<file path="config.mk">
export PLATFORM = sky130hd
export DESIGN_NAME = input_debouncer
export DESIGN_NICKNAME = d
export VERILOG_FILES = /design/src/rtl/de2_io_pkg.sv /design/src/rtl/debounce_cell.sv /design/src/rtl/input_debouncer.sv
export SDC_FILE = /design/constraint.sdc
export NUM_CORES = 1
export LEC_CHECK = 0
export CAP_MARGIN = 25
export CORE_MARGIN = 2
export CORE_UTILIZATION = 25
export DETAILED_ROUTE_END_ITERATION = 10
export DONT_BUFFER_PORTS = 1
export GPL_ROUTABILITY_DRIVEN = 1
export PLACE_DENSITY = 0.48
export SLEW_MARGIN = 0
export SYNTH_ARGS = -nofsm -noshare
export SYNTH_HDL_FRONTEND = slang
export SYNTH_SLANG_ARGS = --single-unit
</file>
<file path="constraint.sdc">
create_clock -name clk -period 2.07 [get_ports clk]
set_clock_uncertainty 0.2 [all_clocks]
set_input_delay 0.207 -clock clk [delete_from_list [all_inputs] [get_ports clk]]
set_output_delay 0.207 -clock clk [all_outputs]
set_load 0.02 [all_outputs]
</file>
<file path="src/rtl/de2_io_pkg.sv">
// Shared DE2 board I/O constants: pad counts, clock rate, debounce default and
// the field layout of the 32-bit word presented to the CPU input register.
package de2_io_pkg;

  localparam int DE2_SW_WIDTH        = 18;
  localparam int DE2_KEY_WIDTH       = 4;
  localparam int DE2_CLK_HZ          = 50_000_000;
  localparam int DE2_DEBOUNCE_CYCLES = DE2_CLK_HZ / 50;

  localparam int CPU_WORD_W  = 32;
  localparam int SW_LSB      = 0;
  localparam int KEYLVL_LSB  = 18;
  localparam int KEYFLAG_LSB = 22;

endpackage

</file>
<file path="src/rtl/debounce_cell.sv">
// One input bit: a synchroniser chain followed by a stability counter that only
// accepts a new level after it has persisted for DEBOUNCE_CYCLES cycles.
module debounce_cell #(
  parameter int   SYNC_STAGES     = 2,
  parameter int   DEBOUNCE_CYCLES = 4,
  parameter int   CNT_W           = $clog2(DEBOUNCE_CYCLES),
  parameter logic RESET_VAL       = 1'b0
) (
  input  logic clk,
  input  logic rst,
  input  logic din,
  output logic dout
);

  logic [SYNC_STAGES-1:0] sync_q, sync_d;
  logic [CNT_W-1:0]       cnt_q, cnt_d;
  logic                   stable_q, stable_d;
  logic                   synced;

  assign synced = sync_q[SYNC_STAGES-1];
  assign dout   = stable_q;

  // Any disagreement that does not last the full window restarts the count.
  always_comb begin
    sync_d   = {sync_q[SYNC_STAGES-2:0], din};
    cnt_d    = '0;
    stable_d = stable_q;
    if (synced != stable_q) begin
      if (cnt_q == CNT_W'(DEBOUNCE_CYCLES - 1)) begin
        stable_d = synced;
      end else begin
        cnt_d = cnt_q + CNT_W'(1);
      end
    end
  end

  always_ff @(posedge clk or negedge rst) begin
    if (!rst) begin
      sync_q   <= {SYNC_STAGES{RESET_VAL}};
      cnt_q    <= '0;
      stable_q <= RESET_VAL;
    end else begin
      sync_q   <= sync_d;
      cnt_q    <= cnt_d;
      stable_q <= stable_d;
    end
  end

endmodule

</file>
<file path="src/rtl/input_debouncer.sv">
// DE2 switch/button front end: debounced levels, press pulses, sticky press
// flags cleared by the CPU, and the packed CPU input word.
module input_debouncer
  import de2_io_pkg::*;
#(
  parameter int SW_WIDTH        = DE2_SW_WIDTH,
  parameter int KEY_WIDTH       = DE2_KEY_WIDTH,
  parameter int SYNC_STAGES     = 2,
  parameter int DEBOUNCE_CYCLES = DE2_DEBOUNCE_CYCLES,
  parameter int CNT_W           = $clog2(DEBOUNCE_CYCLES)
) (
  input  logic                  clk,
  input  logic                  rst,
  input  logic [SW_WIDTH-1:0]   sw_raw,
  input  logic [KEY_WIDTH-1:0]  key_raw,
  input  logic [KEY_WIDTH-1:0]  ack,
  output logic [SW_WIDTH-1:0]   sw_stable,
  output logic [KEY_WIDTH-1:0]  key_level,
  output logic [KEY_WIDTH-1:0]  key_press,
  output logic [KEY_WIDTH-1:0]  key_flag,
  output logic [CPU_WORD_W-1:0] cpu_word
);

  localparam int NBITS = SW_WIDTH + KEY_WIDTH;

  logic [NBITS-1:0]     raw_all, stable_all;
  logic [KEY_WIDTH-1:0] key_lvl_prev_q, key_lvl_prev_d;
  logic [KEY_WIDTH-1:0] key_press_q, key_press_d;
  logic [KEY_WIDTH-1:0] key_flag_q, key_flag_d;

  assign raw_all = {key_raw, sw_raw};

  // KEY cells debounce the raw active-low pad, so they idle (and reset) at 1.
  for (genvar i = 0; i < NBITS; i++) begin : g_cell
    debounce_cell #(
      .SYNC_STAGES    (SYNC_STAGES),
      .DEBOUNCE_CYCLES(DEBOUNCE_CYCLES),
      .CNT_W          (CNT_W),
      .RESET_VAL      ((i >= SW_WIDTH) ? 1'b1 : 1'b0)
    ) u_cell (
      .clk (clk),
      .rst (rst),
      .din (raw_all[i]),
      .dout(stable_all[i])
    );
  end

  assign sw_stable = stable_all[SW_WIDTH-1:0];
  assign key_level = ~stable_all[NBITS-1:SW_WIDTH];
  assign key_press = key_press_q;
  assign key_flag  = key_flag_q;

  // A pending press wins over a same-cycle ack so no event is lost.
  always_comb begin
    key_lvl_prev_d = key_level;
    key_press_d    = key_level & ~key_lvl_prev_q;
    key_flag_d     = key_press_q | (key_flag_q & ~ack);
  end

  always_ff @(posedge clk or negedge rst) begin
    if (!rst) begin
      key_lvl_prev_q <= '0;
      key_press_q    <= '0;
      key_flag_q     <= '0;
    end else begin
      key_lvl_prev_q <= key_lvl_prev_d;
      key_press_q    <= key_press_d;
      key_flag_q     <= key_flag_d;
    end
  end

  always_comb begin
    cpu_word                              = '0;
    cpu_word[SW_LSB      +: SW_WIDTH]     = sw_stable;
    cpu_word[KEYLVL_LSB  +: KEY_WIDTH]    = key_level;
    cpu_word[KEYFLAG_LSB +: KEY_WIDTH]    = key_flag_q;
  end

endmodule

</file>
== After elaboration in Yosys (flattened, before gate mapping) ==
Cells that the tools add are included.
Storage, ports and cells
  flip-flop bits (word level): 518
  input port bits: 28
  output and inout port bits: 62
  logic and storage cells: 207
Cells by class
  $add $sub $neg: 22
  equality and inequality tests: 44
  muxes and demuxes: 44
  bitwise logic cells: 6
  reductions and logical operators: 22
Operator list (count)
  20-bit two-way mux: 44
  20-bit by 1-bit adder with 20-bit output, second input constant: 22
  20-bit == test, second input constant: 22
  2-bit AND reduction: 22
  1-bit != test: 22
  4-bit inverter: 3
  4-bit bitwise AND: 2
  4-bit bitwise OR: 1

== Logic depth before layout (Yosys ltp) ==
  depth in word-level cells: 3
  mapped depth: 7
  mapped depth without buffers: 5

== Modules after synthesis ==
From an unflattened synthesis, not the netlist that was laid out.
Unflattened totals
  cells, all modules: 2499
  area total of the unflattened synthesis: 25157.9 µm²
Modules (own cells, without submodules)
  debounce_cell at g_cell[0].u_cell ...: times used 18, cells each 110, area an instance 1108.6 µm², sequential area each 575.6 µm²
  debounce_cell at g_cell[18].u_cell ...: times used 4, cells each 110, area an instance 1112.3 µm², sequential area each 579.3 µm²
  input_debouncer: times used 1, cells each 79, area an instance 754.5 µm², sequential area each 300.3 µm²

== Worst setup path before layout ==
OpenSTA, ideal clock, no wires.
  kind: reg2reg
  start point: register g_cell[9].u_cell.cnt_q[13]
  end point: register g_cell[9].u_cell.cnt_q[11]
  library setup time: 0.119 ns
  arrival time: 1.883 ns
  required time: 1.751 ns
  slack: -0.132 ns
  cell stages (with the launch flop): 6
  buffers on the path: 1
  period minus slack after synthesis: 2.202 ns
  path through: dfrtp_1 -> or4_1 -> or4_4 -> o21ai_4 -> buf_6 -> nor2_1
Between the ends
  cells in the longest elaborated chain, start to end: 3
RTL lines
  start, declared: line debounce_cell.sv:16  | logic [CNT_W-1:0] cnt_q, cnt_d;
  start signal, assigned: line debounce_cell.sv:44  | cnt_q <= cnt_d;
  20-bit == test: line debounce_cell.sv:29  | if (cnt_q == CNT_W'(DEBOUNCE_CYCLES - 1)) begin
  20-bit two-way mux: line debounce_cell.sv:29
  20-bit two-way mux: line debounce_cell.sv:28  | if (synced != stable_q) begin
  net g_cell[9].u_cell.cnt_d[11]: line debounce_cell.sv:16
The timed path passes the listed nets, and every way through them passes these cells.
A chain may end at the register's enable or synchronous reset.

== Worst setup path in the final report ==
  start point: register g_cell[9].u_cell.cnt_q[8]
  end point: register g_cell[9].u_cell.cnt_q[13]
Between the ends
  cells in the longest elaborated chain, start to end: 3
  elaborated cells on any way between the ends: 4
  classes of those cells: add/sub: 1; eq/ne: 1; mux: 2
RTL lines (line)
  20-bit by 1-bit adder with 20-bit output or 20-bit == test (tied branches): debounce_cell.sv:32, debounce_cell.sv:29
  20-bit two-way mux *: debounce_cell.sv:29
  20-bit two-way mux *: debounce_cell.sv:28
  net g_cell[9].u_cell.cnt_d[13]: debounce_cell.sv:16
The timed path passes the listed nets; every way through them passes the cells marked *.

==> key figures <==
Run status
  – Outcome: finished, violations left
  – Failing checks: hold timing, slew limit, setup timing

Synth
  – Asr flop ratio synth: between 90% and 100%
  – Synth Register Bits: 518
  – Synthesis Warnings: 0
  – Register area share after synthesis: 52.10%
  – Post-synth EDFFs: 0
  – Cell variety after synth: 54
  – Prevailing post-synth register cell: dfrtp_1
  – Syn Inst Count: approximately 2,500
  – Netlist Area Pre-Place: 0.02491 mm^2
  – Avg Cell Area, Syn: between 10 and 15 um^2

Pwr
  – Peak supply drop: between 0.0008 and 0.0009 V
  – Pleak: 12.55 nW
  – Clock power share: 52.2%
  – Share of power burned in registers: 45.2%
  – Switch share: a little over a fifth
  – Pint: ~18 mW
  – Pwr/cell area: 739.9 mW/mm^2
  – Switching pwr: roughly 5 mW
  – Gate power share: ~2.6%

Clock tree
  – Clk_lat worst skew: 610 ps
  – Clock-pin transition on the worst setup and hold timing paths: around 60 ps
  – Clk sinks: around 520
  – Hold bufs inserted after CTS: between 40 and 50
  – CTS Buf Count: 68
  – Root Buffer: clkbuf_16
  – Clock Path Buffers: 3
  – CTS tree: yes
  – H-tree levels: 3

Floorplanning
  – Row Count: between 100 and 150
  – # IOs: 90
  – Die width: between 300 and 400 um
  – Core footprint: roughly 0.099 mm^2
  – Die height: around 320 um
  – Area of the die: roughly 0.10 mm^2
  – Initial Utilization: 25.27%

Timing
  – Fmax: 458.0 MHz
  – Period utilisation layout: 105.5%
  – Setup violators final: 20
  – Worst-Margin Slew: about 2300 ps
  – RSZ-0062 raised after global routing: true
  – Min Hold Slack: -890.7 ps
  – Slew HR: -55.63%
  – Max Slew Vio Count: 251
  – Fin crit period: 2183 ps
  – Final worst slack: -113.4 ps
  – Hold Vio Cnt, Final: between 500 and 600

Layout
  – Design Area, Final: 0.03112 mm^2
  – Area growth, synth to finish: 24.94%
  – NumNets Final: between 2,000 and 3,000
  – Register area: 0.01298 mm^2
  – Area of the multi-input gates: between 0.01 and 0.015 mm^2
  – Diode count: 0
  – Layout cells sized above 1: between 15 and 20%
  – Cell Count, Final, Fillers Out: between 4,000 and 5,000
  – Fill count: just over 10,000

Setup path
  – Crit end category: register
  – WP data arrival: approximately 2500 ps
  – Crit path required time: ~2400 ps
  – Crit path launch type: register
  – Critical path class: reg2reg
  – Crit path max fanout: 15

Detailed routing
  – Vias/cell: 4.478
  – Wirelength per Cell: around 12 um
  – Detail Route Antenna Nets: 0
  – DRT Wirelength: around 50,000 um
  – Initial drt markers: between 1,000 and 1,500
  – Vias: about 18,000
  – DR pass1 iterations: 7
  – DRC: 0

GRT
  – Initial antenna violation count: 0
  – Largest net degree at the start of global routing: 519
  – GRT Resource Usage Total: around a tenth
  – Vias in the first global route: approximately 18,000
  – First-pass GRT wire length: 88,540 um
  – GRT overflow: 0

Worst hold path
  – Hold Crit Class: in2async

Placed design
  – Port Buffer Count: 0
  – Placed cell count: 3,931
  – HPWL Detailed: 31,560 um
  – RD Place Congestion: 0.7660
  – Dpl ws: -158.7 ps
  – Placed inst area: ~0.028 mm^2

Flow run
  – Max Cap Viol: 0
==> state kept, by name, summed over array words and instances, names as in the netlist <==
register	count
g_cell.u_cell.cnt_q	440
g_cell.u_cell.dout	22
g_cell.u_cell.sync_q	44
key_flag	4
key_lvl_prev_q	4
key_press	4
==> worst max-delay path: stages, from the launching register on <==
cell	delay, ps
dfrtp_1	370
or4b_1	510
or4_4	560
o21ai_4	190
buf_12	170
a21oi_1	50
==> final timing paths <==
kind / start / to / slack (ps) / cells after the start
max: g_cell[9].u_cell.cnt_q[8] / g_cell[9].u_cell.cnt_q[13] / -110 / 5
min: rst / g_cell[17].u_cell.cnt_q[11] / -890 / 0
max reg2reg: g_cell[9].u_cell.cnt_q[8] / g_cell[9].u_cell.cnt_q[13] / -110 / 5
min reg2reg: g_cell[6].u_cell.sync_q[0] / g_cell[6].u_cell.sync_q[1] / 140 / 0
max in group asynchronous: rst / g_cell[1].u_cell.cnt_q[8] / 570 / 0
min in group clk: ack[3] / key_flag[3] / 130 / 3
==> metrics by stage <==
stage | util, % | power (mW) | TNS, ps
detailed placement | 28.39 | 11.11 | -1641
global route | 31.57 | 24.11 | -3493
finish | 31.57 | 23.03 | -1963
floorplan | - | 10.91 | -1265
global placement | 28.39 | 11.10 | -1799
CTS | 31.28 | 23.65 | -2388
==> Yosys cell counts, types with 7 or more instances <==
cell / number / area share (%)
buf_2: 12 / 0.24
xnor2_1: 199 / 7.0
o21ai_0: 56 / 1.1
nand4_2: 9 / 0.45
ha_1: 22 / 1.1
a21oi_1: 95 / 1.9
mux2_2: 22 / 0.99
nor2_1: 385 / 5.8
and4_1: 21 / 0.74
nor3_1: 79 / 1.6
o31ai_1: 41 / 1.2
dfstp_2: 12 / 1.3
nor4b_1: 24 / 0.84
xor2_1: 122 / 4.3
or4_1: 46 / 1.4
or3_1: 58 / 1.5
dfrtp_1: 506 / 51
nand2_1: 119 / 1.8
or4b_2: 7 / 0.28
o31ai_4: 8 / 0.68
and3_1: 43 / 1.1
nand4_1: 104 / 2.6
inv_1: 93 / 1.4
clkbuf_1: 34 / 0.51
nand3_1: 151 / 3.0
buf_4: 55 / 1.7
nand4b_1: 15 / 0.53
nor4_1: 81 / 2.0
and2_1: 13 / 0.33
==> per-layer routing <==
layer	up-vias	wire length [um]	share of wire (%)	GRT usage [%]
met5	-	0	0	0
met4	0	1319	2.6	3.344
met3	78	1815	3.6	2.406
met2	169	22510	45	16.24
met1	8862	24460	49	13.20
li1	9279	-	-	-
==> timing repair <==
action / in CTS / in global routing
hold endpoints to repair: 544 / 518
setup buffers: 2 / 3
resized for setup: 7 / 57
endpoints found under the setup margin: 20 / 169
gates cloned: 0 / 1
pin swaps: 1 / 3
==> kinds of logic after synthesis <==
group	after synthesis	synth area share (%)
flops	518	52.10
buf+inv	197	3.893
xor+xnor	321	11.29
compound gates	215	5.505
simple gates	1184	24.98
other cells	1	0.01505
fa+ha+maj	22	1.105
mux	25	1.115
==> area by class of cell <==
| cell class | instances | area share (%) |
|---|---|---|
| clock buffers | 100 | 6.774 |
| multi-input cells | 1773 | 36.26 |
| clock inverters | 21 | 0.7036 |
| inverters | 93 | 1.122 |
| well taps | 1287 | 5.174 |
| flip-flops and latches | 518 | 41.70 |
| repair buffers | 314 | 8.258 |
==> cell usage in the layout, fill, tap and decap left out, types with 48 or more instances in the layout <==
master,count
nand4_1,104
nand3_1,148
clkbuf_16,73
dfrtp_1,505
dlygate4sd3_1,48
inv_1,93
nor4_1,79
o21ai_0,52
xnor2_1,199
nor3_1,70
nor2_1,384
buf_4,253
xor2_1,122
nand2_1,116
a21oi_1,92
==> power groups by stage <==
| stage | Combinational, mW | Clock [mW] | Sequential, mW |
|---|---|---|---|
| 2_1_floorplan | 0.340 | 0 | 10.6 |
| 3_3_place_gp | 0.524 | 0 | 10.6 |
| 3_5_place_dp | 0.523 | 0 | 10.6 |
| 4_1_cts | 0.597 | 12.7 | 10.4 |
| 5_1_grt | 0.680 | 13.0 | 10.4 |
| 6_report | 0.603 | 12.0 | 10.4 |
No activity file was read; power rests on OpenSTA's default activity.
